**config.mk**
```make
export PLATFORM = sky130hd
export DESIGN_NAME = rf_wb_arbiter_flat
export DESIGN_NICKNAME = d
export VERILOG_FILES = /design/src/rtl/rf_wb_arbiter_if.sv /design/src/rtl/rf_wb_arbiter.sv /design/src/flat_wrapper.sv
export SDC_FILE = /design/constraint.sdc
export NUM_CORES = 1
export LEC_CHECK = 0
export BUFFER_PORTS_ARGS = -buffer_cell sky130_fd_sc_hd__buf_2
export CORE_ASPECT_RATIO = 0.9
export CORE_MARGIN = 8
export CORE_UTILIZATION = 50
export CTS_CLUSTER_SIZE = 40
export DETAILED_ROUTE_END_ITERATION = 8
export PLACE_DENSITY = 0.72
export REMOVE_ABC_BUFFERS = 1
export SYNTH_ARGS = -nofsm -noshare
export SYNTH_HDL_FRONTEND = slang
export SYNTH_SLANG_ARGS = --single-unit
```
**constraint.sdc**
```tcl
create_clock -name clk -period 3 [get_ports clk]
set_input_delay 0 -clock clk [delete_from_list [all_inputs] [get_ports clk]]
set_output_delay 0 -clock clk [all_outputs]
set_load 0.02 [all_outputs]
```
**src/rtl/rf_wb_arbiter_if.sv**
```systemverilog
// Bus bundle between the register-file write arbiter and its neighbours:
// pipeline WB stage, MDU result path, MDU issue path, ID read-busy lookup
// and the register-file write port.
//
// Handshake semantics (MDU result path): a result transfers on a rising
// clock edge where mdu_valid and mdu_ready are both high; mdu_ready never
// depends on mdu_valid. The WB path has no ready; the pipeline must
// keep wb_valid low while wb_hold is high, otherwise the result is dropped.
interface rf_wb_arbiter_if #(
    parameter int DW = 32,
    parameter int AW = 5
);
    logic          wb_valid;
    logic [AW-1:0] wb_addr;
    logic [DW-1:0] wb_data;
    logic          wb_hold;
    logic          mdu_valid;
    logic          mdu_ready;
    logic [AW-1:0] mdu_addr;
    logic [DW-1:0] mdu_data;
    logic          issue_valid;
    logic [AW-1:0] issue_addr;
    logic          issue_ready;
    logic [AW-1:0] rd_addr_1;
    logic [AW-1:0] rd_addr_2;
    logic          rd_busy_1;
    logic          rd_busy_2;
    logic          reg_we;
    logic [AW-1:0] reg_addr_3;
    logic [DW-1:0] reg_write;
    logic          wb_drop_err;

    // Environment side: pipeline, MDU, ID stage and register file.
    modport master (
        output wb_valid, wb_addr, wb_data,
        output mdu_valid, mdu_addr, mdu_data,
        output issue_valid, issue_addr,
        output rd_addr_1, rd_addr_2,
        input  wb_hold, mdu_ready, issue_ready,
        input  rd_busy_1, rd_busy_2,
        input  reg_we, reg_addr_3, reg_write, wb_drop_err
    );

    // Arbiter side.
    modport slave (
        input  wb_valid, wb_addr, wb_data,
        input  mdu_valid, mdu_addr, mdu_data,
        input  issue_valid, issue_addr,
        input  rd_addr_1, rd_addr_2,
        output wb_hold, mdu_ready, issue_ready,
        output rd_busy_1, rd_busy_2,
        output reg_we, reg_addr_3, reg_write, wb_drop_err
    );
endinterface

```
**src/rtl/rf_wb_arbiter.sv**
```systemverilog
// Write-port arbiter for the single-write-port register file. Shares the
// port between the in-order WB stage and the MDU result FIFO, keeps a
// per-register busy scoreboard for outstanding MDU ops, and holds WB off
// for one cycle when the FIFO has lost the port too many times in a row.
module rf_wb_arbiter #(
    parameter int DW         = 32,
    parameter int AW         = 5,
    parameter int DEPTH      = 2,
    parameter int STARVE_MAX = 4
) (
    input  logic           clk,
    input  logic           rst_n,
    rf_wb_arbiter_if.slave bus
);
    localparam int PW   = (DEPTH > 1) ? $clog2(DEPTH) : 1;
    localparam int CW   = $clog2(DEPTH + 1);
    localparam int NREG = 1 << AW;
    localparam int SW   = $clog2(STARVE_MAX + 1);

    localparam logic [CW-1:0] FULL_CNT    = CW'(DEPTH);
    localparam logic [SW-1:0] STARVE_LAST = SW'(STARVE_MAX - 1);
    localparam logic [SW-1:0] STARVE_SAT  = SW'(STARVE_MAX);

    // Result FIFO storage; contents need no reset since count gates reads.
    logic [AW-1:0] fifo_addr [DEPTH];
    logic [DW-1:0] fifo_data [DEPTH];
    logic [PW-1:0] wr_ptr;
    logic [PW-1:0] rd_ptr;
    logic [CW-1:0] count;

    logic [NREG-1:0] busy;
    logic [NREG-1:0] busy_next;
    logic [SW-1:0]   starve;

    logic          we_q;
    logic [AW-1:0] addr_q;
    logic [DW-1:0] data_q;
    logic          hold_q;
    logic          drop_q;

    logic          fifo_ne;
    logic          fifo_full;
    logic          push;
    logic          grant_wb;
    logic          grant_fifo;
    logic          issue_set;
    logic          hold_next;
    logic [AW-1:0] head_addr;
    logic [DW-1:0] head_data;

    assign fifo_ne   = (count != '0);
    assign fifo_full = (count == FULL_CNT);
    assign head_addr = fifo_addr[rd_ptr];
    assign head_data = fifo_data[rd_ptr];

    // r0 results are swallowed at the FIFO input so they never cost a write slot.
    assign push      = bus.mdu_valid & ~fifo_full & (bus.mdu_addr != '0);
    assign issue_set = bus.issue_valid & bus.issue_ready & (bus.issue_addr != '0);

    assign bus.mdu_ready   = ~fifo_full;
    assign bus.issue_ready = ~busy[bus.issue_addr];
    assign bus.rd_busy_1   = busy[bus.rd_addr_1];
    assign bus.rd_busy_2   = busy[bus.rd_addr_2];
    assign bus.reg_we      = we_q;
    assign bus.reg_addr_3  = addr_q;
    assign bus.reg_write   = data_q;
    assign bus.wb_hold     = hold_q;
    assign bus.wb_drop_err = drop_q;

    // Pick this cycle's writer: a held-off WB forces the FIFO head, otherwise WB first.
    always_comb begin
        grant_wb   = 1'b0;
        grant_fifo = 1'b0;
        if (hold_q && fifo_ne) begin
            grant_fifo = 1'b1;
        end else if (bus.wb_valid && (bus.wb_addr != '0)) begin
            grant_wb = 1'b1;
        end else if (fifo_ne) begin
            grant_fifo = 1'b1;
        end
    end

    // Hold WB off next cycle when the FIFO is about to lose for the STARVE_MAX-th time.
    assign hold_next = grant_wb & fifo_ne & (starve == STARVE_LAST);

    // Scoreboard update: pop clears, issue sets, a same-cycle set overrides the clear.
    always_comb begin
        busy_next = busy;
        if (grant_fifo) begin
            busy_next[head_addr] = 1'b0;
        end
        if (issue_set) begin
            busy_next[bus.issue_addr] = 1'b1;
        end
        busy_next[0] = 1'b0;
    end

    // FIFO data write on accepted push.
    always_ff @(posedge clk) begin
        if (push) begin
            fifo_addr[wr_ptr] <= bus.mdu_addr;
            fifo_data[wr_ptr] <= bus.mdu_data;
        end
    end

    // FIFO pointers and occupancy; pointers wrap naturally at a power-of-2 depth.
    always_ff @(posedge clk or negedge rst_n) begin
        if (!rst_n) begin
            wr_ptr <= '0;
            rd_ptr <= '0;
            count  <= '0;
        end else begin
            if (push) begin
                wr_ptr <= wr_ptr + PW'(1);
            end
            if (grant_fifo) begin
                rd_ptr <= rd_ptr + PW'(1);
            end
            case ({push, grant_fifo})
                2'b10:   count <= count + CW'(1);
                2'b01:   count <= count - CW'(1);
                default: count <= count;
            endcase
        end
    end

    // Busy scoreboard and starvation counter.
    always_ff @(posedge clk or negedge rst_n) begin
        if (!rst_n) begin
            busy   <= '0;
            starve <= '0;
        end else begin
            busy <= busy_next;
            if (grant_fifo) begin
                starve <= '0;
            end else if (grant_wb && fifo_ne && (starve != STARVE_SAT)) begin
                starve <= starve + SW'(1);
            end
        end
    end

    // Registered write port plus the hold and drop-error flags.
    always_ff @(posedge clk or negedge rst_n) begin
        if (!rst_n) begin
            we_q   <= 1'b0;
            addr_q <= '0;
            data_q <= '0;
            hold_q <= 1'b0;
            drop_q <= 1'b0;
        end else begin
            we_q <= grant_wb | grant_fifo;
            if (grant_wb) begin
                addr_q <= bus.wb_addr;
                data_q <= bus.wb_data;
            end else if (grant_fifo) begin
                addr_q <= head_addr;
                data_q <= head_data;
            end
            hold_q <= hold_next;
            drop_q <= bus.wb_valid & hold_q;
        end
    end
endmodule

```
**src/flat_wrapper.sv**
```systemverilog
// flat-port wrapper written by rule: the top's interface ports become plain ports
module rf_wb_arbiter_flat 
#(
    parameter int DW         = 32,
    parameter int AW         = 5,
    parameter int DEPTH      = 2,
    parameter int STARVE_MAX = 4
)
  (clk, rst_n, bus_wb_valid, bus_wb_addr, bus_wb_data, bus_mdu_valid, bus_mdu_addr, bus_mdu_data, bus_issue_valid, bus_issue_addr, bus_rd_addr_1, bus_rd_addr_2, bus_wb_hold, bus_mdu_ready, bus_issue_ready, bus_rd_busy_1, bus_rd_busy_2, bus_reg_we, bus_reg_addr_3, bus_reg_write, bus_wb_drop_err);
  rf_wb_arbiter_if #(.DW(DW), .AW(AW)) bus_i ();
  input  logic clk;
  input  logic rst_n;
  input wire logic [$bits(bus_i.wb_valid)-1:0] bus_wb_valid;
  input wire logic [$bits(bus_i.wb_addr)-1:0] bus_wb_addr;
  input wire logic [$bits(bus_i.wb_data)-1:0] bus_wb_data;
  input wire logic [$bits(bus_i.mdu_valid)-1:0] bus_mdu_valid;
  input wire logic [$bits(bus_i.mdu_addr)-1:0] bus_mdu_addr;
  input wire logic [$bits(bus_i.mdu_data)-1:0] bus_mdu_data;
  input wire logic [$bits(bus_i.issue_valid)-1:0] bus_issue_valid;
  input wire logic [$bits(bus_i.issue_addr)-1:0] bus_issue_addr;
  input wire logic [$bits(bus_i.rd_addr_1)-1:0] bus_rd_addr_1;
  input wire logic [$bits(bus_i.rd_addr_2)-1:0] bus_rd_addr_2;
  output wire logic [$bits(bus_i.wb_hold)-1:0] bus_wb_hold;
  output wire logic [$bits(bus_i.mdu_ready)-1:0] bus_mdu_ready;
  output wire logic [$bits(bus_i.issue_ready)-1:0] bus_issue_ready;
  output wire logic [$bits(bus_i.rd_busy_1)-1:0] bus_rd_busy_1;
  output wire logic [$bits(bus_i.rd_busy_2)-1:0] bus_rd_busy_2;
  output wire logic [$bits(bus_i.reg_we)-1:0] bus_reg_we;
  output wire logic [$bits(bus_i.reg_addr_3)-1:0] bus_reg_addr_3;
  output wire logic [$bits(bus_i.reg_write)-1:0] bus_reg_write;
  output wire logic [$bits(bus_i.wb_drop_err)-1:0] bus_wb_drop_err;
  assign bus_i.wb_valid = bus_wb_valid;
  assign bus_i.wb_addr = bus_wb_addr;
  assign bus_i.wb_data = bus_wb_data;
  assign bus_i.mdu_valid = bus_mdu_valid;
  assign bus_i.mdu_addr = bus_mdu_addr;
  assign bus_i.mdu_data = bus_mdu_data;
  assign bus_i.issue_valid = bus_issue_valid;
  assign bus_i.issue_addr = bus_issue_addr;
  assign bus_i.rd_addr_1 = bus_rd_addr_1;
  assign bus_i.rd_addr_2 = bus_rd_addr_2;
  assign bus_wb_hold = bus_i.wb_hold;
  assign bus_mdu_ready = bus_i.mdu_ready;
  assign bus_issue_ready = bus_i.issue_ready;
  assign bus_rd_busy_1 = bus_i.rd_busy_1;
  assign bus_rd_busy_2 = bus_i.rd_busy_2;
  assign bus_reg_we = bus_i.reg_we;
  assign bus_reg_addr_3 = bus_i.reg_addr_3;
  assign bus_reg_write = bus_i.reg_write;
  assign bus_wb_drop_err = bus_i.wb_drop_err;
  rf_wb_arbiter #(.DW(DW), .AW(AW), .DEPTH(DEPTH), .STARVE_MAX(STARVE_MAX)) u_core (.clk(clk), .rst_n(rst_n), .bus(bus_i));
endmodule
```
==> flow_metrics.env, run 1 <==
export IMPL_synthesis_instances=588
export IMPL_clk_pin_slew_ps=60
export IMPL_critical_path_class="register to output port"
export IMPL_cts_tree="done"
export IMPL_grt_pass1_vias=5973
export IMPL_fp_dieW_um=142.3
export IMPL_cts_sinks=152
export IMPL_slowest_delay_ps=580
export IMPL_wirelength_um=19030
export IMPL_finalCritPeriodShare=0.8381
export IMPL_area_growth_pct=31.03
export IMPL_p_int_mw=5.470
export IMPL_synth_top_area_share=0.3096
export IMPL_synth_cell_types=51
export IMPL_cts_made_buffers=17
export IMPL_max_vdd_ir_drop_uv=518.9
export IMPL_die_h_um=129.7
export IMPL_yosysTopAreaCell="edfxtp_1"
export IMPL_viasPerCell=5.851
export IMPL_grt_pass1_wl_um=30680
export IMPL_synth_area_um2=7177
export IMPL_synth_area_per_cell_um2=12.21
export IMPL_switching_share=0.3588
export IMPL_tightest_slew_ps=1036
export IMPL_synth_edf_count=74
export IMPL_crit_path_end_kind="output port"
export IMPL_drive_gt1_frac=0.2594
export IMPL_grt_max_degree=79
export IMPL_vias=5822
export IMPL_io_buffers=137
export IMPL_ios=138
export IMPL_synth_seq_area_share=0.5816
export IMPL_finClkSkew_ps=7.014
export IMPL_final_common_cell="buf_2"
export IMPL_pwr_share_comb=0.350
export IMPL_synth_warnings=0
export IMPL_critical_path_slowest_cell="a2111oi_0"
export IMPL_antenna_left=0
export IMPL_fmax_mhz=397.7
export IMPL_wl_per_cell_um=19.12
export IMPL_diodes=0
export IMPL_cts_buffer_depth=2
export IMPL_rsz0062_at_grt="false"
export IMPL_cap_viol_max_count=0
export IMPL_fin_nets=888
export IMPL_setup_violations=0
export IMPL_cts_resized=0
export IMPL_hp_class="input pin to register"
export IMPL_drc=0
export IMPL_synth_simple_area_share=0.09519
export IMPL_muxShareOfSynthArea=0.1381
export IMPL_ys_top_cells_by_area="edfxtp_1 31%, dfrtp_1 27%, mux2i_1 6.3%"
export IMPL_htreeDepth=4
export IMPL_start_util=0.5125
export IMPL_status="completed"
export IMPL_layoutNonFillerInstCount=995
export IMPL_synth_fa_ha_area_frac=0.006974
export IMPL_required_ps=3000
export IMPL_dr_pass1_iters=5
export IMPL_synthXorXnorAreaFrac=0.006102
export IMPL_layout_common_cells="136 x buf_2, 78 x dlygate4sd3_1, 77 x dfrtp_1"
export IMPL_synth_top_family_by_area="compound AO/OA/AOI/OAI gates"
export IMPL_post_cts_setup_buffers=0
export IMPL_ys_ff_latch=152
export IMPL_core_area_um2=14000
export IMPL_leakage_nw=3.882
export IMPL_hold_violations=0
export IMPL_place_inst=886
export IMPL_clk_latency_ps=420
export IMPL_cp_max_fo=6
export IMPL_p_switching_mw=3.061
export IMPL_seq_power_share=0.399
export IMPL_path_cells="mux4_2 -> a22o_1 -> a2111oi_0 -> buf_2"
export IMPL_synth_ff_type="dfrtp_1"
export IMPL_num_rows=41
export IMPL_gr_total_overflow=0
export IMPL_max_slew_margin=0.3095
export IMPL_cp_arrival_ps=2510
export IMPL_critPathLaunchType="register"
export IMPL_dp_hpwl_um=12670
export IMPL_cts_root_buf="clkbuf_16"
export IMPL_final_area_um2=9404
export IMPL_synth_compound_area_frac=0.1431
export IMPL_power_frac_clock=0.252
export IMPL_drv_slew=0
export IMPL_async_reset_ff_frac=0.5132
export IMPL_drt_initial_drc_count=503
export IMPL_period_needed_ps=2514
export IMPL_placed_area_um2=8026
export IMPL_grtUsageTotal=0.2128
export IMPL_antenna_found_initial=0
export IMPL_place_gp_congestion=0.8575
export IMPL_p_per_area_nw_per_um2=907.2
export IMPL_die_area_um2=18450
synth_stat cells, drive strengths merged (5+ instances only):
cell and number:
o31ai 11, clkbuf 24, dfrtp 78, nor2 47, mux4 20, a21o 5
o21ai 66, o41ai 21, nand2 48, o211ai 8, mux2 6, edfxtp 74
mux2i 46, inv 7, a21oi 41, nor3b 5, nand2b 8, buf 15
power groups by stage:
stage	combinational, mW	clock, mW	sequential, mW
2_1_floorplan	1.68	0	3.56
3_3_place_gp	2.76	0	3.37
3_5_place_dp	2.85	0	3.41
4_1_cts	2.95	2.17	3.38
5_1_grt	3.25	2.26	3.48
6_report	2.98	2.15	3.40
registers in the layout, indices dropped and copies added (netlist names):
signal and flops:
u_core.fifo_data 64, u_core.bus.reg_write 32, u_core.busy 31, u_core.fifo_addr 10, u_core.bus.reg_addr_3 5, u_core.starve 3
u_core.count 2, u_core.bus.reg_we 1, u_core.bus.wb_drop_err 1, u_core.bus.wb_hold 1, u_core.rd_ptr 1, u_core.wr_ptr 1
cell families after synthesis:
family          count (synthesis)
flops                         152
mux                            72
fa+ha+maj                       4
buf+inv                        46
compound gates                168
simple gates                  141
xor+xnor                        5
worst paths after layout:
path                            slack (ps)  cells after the start               start                     end
min in group asynchronous              340                      2               rst_n         u_core.busy[16]
worst max-delay path                   490                      4     u_core.busy[27]         bus_issue_ready
worst min register to register         530                      1  u_core.bus.wb_hold  u_core.bus.wb_drop_err
max in group asynchronous             1960                      2               rst_n           u_core.rd_ptr
worst min-delay path                    40                      4   bus_issue_addr[4]          u_core.busy[6]
worst max register to register         660                      5       u_core.rd_ptr          u_core.busy[3]
routing by layer:
metal  part of all wire  global-route usage  wire length, um  vias to the layer above
met5                  0                   0                0                        -
met4              0.016             0.07508              300                        0
met3              0.091             0.05331             1736                       25
met2               0.49              0.3521             9353                      300
met1               0.40              0.2679             7638                     2858
li1                   -                   -                -                     2639
repair_timing:
item	4_1_cts	5_1_grt
setup endpoints to repair	0	0
endpoints found under the hold margin	191	0
hold buffers	78	0
worst max-delay path, delay by kind of cell, from the launching register on:
family	cells	cell delay (ps)
flip-flops	1	430
multiplexers	1	510
buffers and inverters	1	270
AO/OA/AOI/OAI	2	880
area by class of cell:
type                    instances  area [um^2]
clock buffers                  22        474.2
repair buffers                222         1546
multi-input cells             390         2818
inverters                       7        26.28
clock inverters                 9        122.6
well taps                     193        241.5
fillers                       971         4601
flip-flops and latches        152         4175
through the flow:
| step | hold slack [ps] | total power [mW] | utilization | setup WS (ps) | setup TNS (ps) |
|---|---|---|---|---|---|
| 2_1_floorplan | -295.6 | 5.241 | - | -837.0 | -20620 |
| 3_3_place_gp | 189.6 | 6.130 | 0.5731 | 844.1 | 0 |
| 3_5_place_dp | 191.4 | 6.261 | 0.5731 | 722.0 | 0 |
| 4_1_cts | 0.9825 | 8.486 | 0.6715 | 531.0 | 0 |
| 5_1_grt | 58.36 | 8.982 | 0.6715 | 494.0 | 0 |
| 6_report | 36.55 | 8.531 | 0.6715 | 485.8 | 0 |
(Power assumes the default switching activity.)
==> run 2: changes to the inputs <==
--- a/config.mk
+++ b/config.mk
@@ -11,7 +11,7 @@
 export CORE_UTILIZATION = 50
 export CTS_CLUSTER_SIZE = 40
 export DETAILED_ROUTE_END_ITERATION = 8
-export PLACE_DENSITY = 0.72
+export PLACE_DENSITY = 0.69
 export REMOVE_ABC_BUFFERS = 1
 export SYNTH_ARGS = -nofsm -noshare
 export SYNTH_HDL_FRONTEND = slang
==> constraint.sdc (replaced) <==
create_clock -name clk -period 2.4 [get_ports clk]
set_input_delay 0 -clock clk [delete_from_list [all_inputs] [get_ports clk]]
set_output_delay 0 -clock clk [all_outputs]
set_load 0.02 [all_outputs]
==> run 2 against run 1 <==
Register-to-register slack got worse by 280 ps. Via count down 0.33%. Non-clock buffer count grew 5. Die area is the same. Setup slack got worse by 390 ps. Critical endpoint unchanged. Largest cell class unchanged.
==> flow_metrics.env, run 2 (synthesis results as in run 1) <==
export IMPL_register_area_um2=4175
export IMPL_largest_reg_flops=64
export IMPL_tightest_slew_ps=708.1
export IMPL_cts_buffer_depth=2
export IMPL_htreeDepth=4
export IMPL_critical_path_class="register to output port"
export IMPL_io_buffers=137
export IMPL_grt_busiest_layer="met2"
export IMPL_drc=0
export IMPL_area_growth_pct=31.71
export IMPL_drv_slew=0
export IMPL_cts_sinks=152
export IMPL_max_flop_register="u_core.fifo_data"
export IMPL_wirelength_um=19490
export IMPL_grt_met1_usage=0.2679
export IMPL_grtUsageTotal=0.2178
export IMPL_status="completed"
export IMPL_multi_input_area_um2=2824
export IMPL_gr_total_overflow=0
export IMPL_whs_ps=27.81
export IMPL_leakage_nw=3.904
export IMPL_preCtsSetupSlack_ps=396.6
export IMPL_worstRegToRegCells=4
export IMPL_dp_hpwl_um=12810
export IMPL_grt_use_met2=0.3611
export IMPL_hold_end="u_core.busy[4]"
export IMPL_ios=138
export IMPL_clk_latency_ps=420
export IMPL_period_needed_ps=2306
export IMPL_critPathLaunchType="register"
export IMPL_hp_class="input pin to register"
export IMPL_core_area_um2=14000
export IMPL_place_inst=892
export IMPL_drt_initial_drc_count=410
export IMPL_cts_made_buffers=17
export IMPL_grt_pass1_wl_um=31370
export IMPL_final_common_cell="buf_2"
export IMPL_fmax_mhz=433.6
export IMPL_r2r_start="u_core.rd_ptr"
export IMPL_slowest_delay_ps=500
export IMPL_cts_tree="done"
export IMPL_hold_start="bus_issue_addr[4]"
export IMPL_reg2reg_to="u_core.busy[10]"
export IMPL_start_util=0.5125
export IMPL_grtUsageMet3=0.05588
export IMPL_fp_dieW_um=142.3
export IMPL_r2r_slack_ps=380
export IMPL_post_cts_setup_buffers=0
export IMPL_rsz0062_at_grt="false"
export IMPL_max_vdd_ir_drop_uv=705.7
export IMPL_diodes=0
export IMPL_max_slew_margin=0.5257
export IMPL_place_gp_congestion=0.8382
export IMPL_switching_share=0.3677
export IMPL_grt_max_degree=72
export IMPL_fin_nets=893
export IMPL_critical_path_slowest_cell="mux4_2"
export IMPL_hold_violations=0
export IMPL_path_cells="mux4_2 -> a22o_1 -> a2111oi_2 -> buf_2"
export IMPL_num_fill_cells=982
export IMPL_die_h_um=129.7
export IMPL_setup_violations=0
export IMPL_power_frac_clock=0.244
export IMPL_clk_pin_slew_ps=60
export IMPL_cp_arrival_ps=2310
export IMPL_die_area_um2=18450
export IMPL_p_total_mw=10.61
export IMPL_post_route_util=0.6750
export IMPL_grt_pass1_vias=6102
export IMPL_viasPerCell=5.797
export IMPL_seq_power_share=0.398
export IMPL_setup_ws_ps=93.52
export IMPL_cap_viol_max_count=0
export IMPL_antenna_left=0
export IMPL_crit_path_end_kind="output port"
export IMPL_layout_common_cells="136 x buf_2, 77 x dlygate4sd3_1, 77 x dfrtp_1"
export IMPL_cp_max_fo=6
export IMPL_p_per_area_nw_per_um2=1123
export IMPL_drive_gt1_frac=0.2710
export IMPL_dr_pass1_iters=7
export IMPL_layoutNonFillerInstCount=1001
export IMPL_pwr_share_comb=0.358
export IMPL_p_int_mw=6.709
export IMPL_antenna_found_initial=0
export IMPL_finClkSkew_ps=9.856
export IMPL_required_ps=2400
export IMPL_num_rows=41
export IMPL_cts_root_buf="clkbuf_16"
export IMPL_wl_per_cell_um=19.47
export IMPL_finalCritPeriodShare=0.9610
export IMPL_p_switching_mw=3.901
export IMPL_worst_hold_path_num_cells=4
export IMPL_vias=5803
==> run 2: changes by cell type in the layout (fill, tap and decap cells not counted), moves of 2 or more <==
| cell | previous run | this run |
|---|---|---|
| clkinv_1 | 2 | 0 |
| inv_6 | 0 | 2 |
| clkinv_4 | 0 | 4 |
| buf_12 | 2 | 4 |
| buf_4 | 6 | 10 |
| clkbuf_8 | 3 | 0 |
==> run 2: critical path: cells and delay by family, from the launching register on <==
| family | cells | cell delay [ps] |
|---|---|---|
| AO/OA/AOI/OAI | 2 | 720 |
| buffers and inverters | 1 | 230 |
| flip-flops | 1 | 430 |
| multiplexers | 1 | 500 |
==> run 2: power by group through the flow <==
stage / Combinational (mW) / Sequential [mW] / Clock, mW
6_report: 3.80 / 4.22 / 2.59
3_5_place_dp: 3.65 / 4.22 / 0
3_3_place_gp: 3.58 / 4.16 / 0
5_1_grt: 4.16 / 4.31 / 2.73
4_1_cts: 3.77 / 4.18 / 2.62
2_1_floorplan: 2.10 / 4.45 / 0
==> run 2: timing repair <==
action	in CTS	in global routing
endpoints found under the setup margin	1	1
endpoints found under the hold margin	149	0
gates resized for setup	1	1
hold buffers	77	0
==> run 2: area by class of cell <==
type / count / share of cell area
clock buffer: 18 / 0.04540
clock inverter: 14 / 0.01588
inverter: 7 / 0.002780
multi-input combinational: 390 / 0.2987
sequential: 152 / 0.4417
tap: 193 / 0.02555
timing repair buffer: 227 / 0.1700
==> run 2: worst max-delay path by stage <==
stage | from | endpoint | slack (ps) | cells after the start
after global placement | u_core.busy[27] | bus_issue_ready | 470 | 4
after global routing | u_core.busy[27] | bus_issue_ready | 7 | 4
after floorplan | u_core.count[0] | u_core.count[1] | -1440 | 5
after CTS | u_core.busy[24] | bus_issue_ready | 20 | 4
after detailed placement | u_core.rd_ptr | u_core.busy[2] | 400 | 4
final | u_core.busy[24] | bus_issue_ready | 90 | 4
==> run 2: stage by stage <==
stage / instance area (um^2) / TNS (ps)
finish: 9453 / 0
global route: 9453 / 0
CTS: 9448 / 0
detailed placement: 8097 / 0
global placement: 8097 / 0
floorplan: 6995 / -96020
==> run 2: per-layer routing <==
metal / vias to the layer above / wire length (um)
met5: - / 0
met4: 0 / 455
met3: 42 / 1541
met2: 256 / 9441
met1: 2861 / 8056
li1: 2644 / -
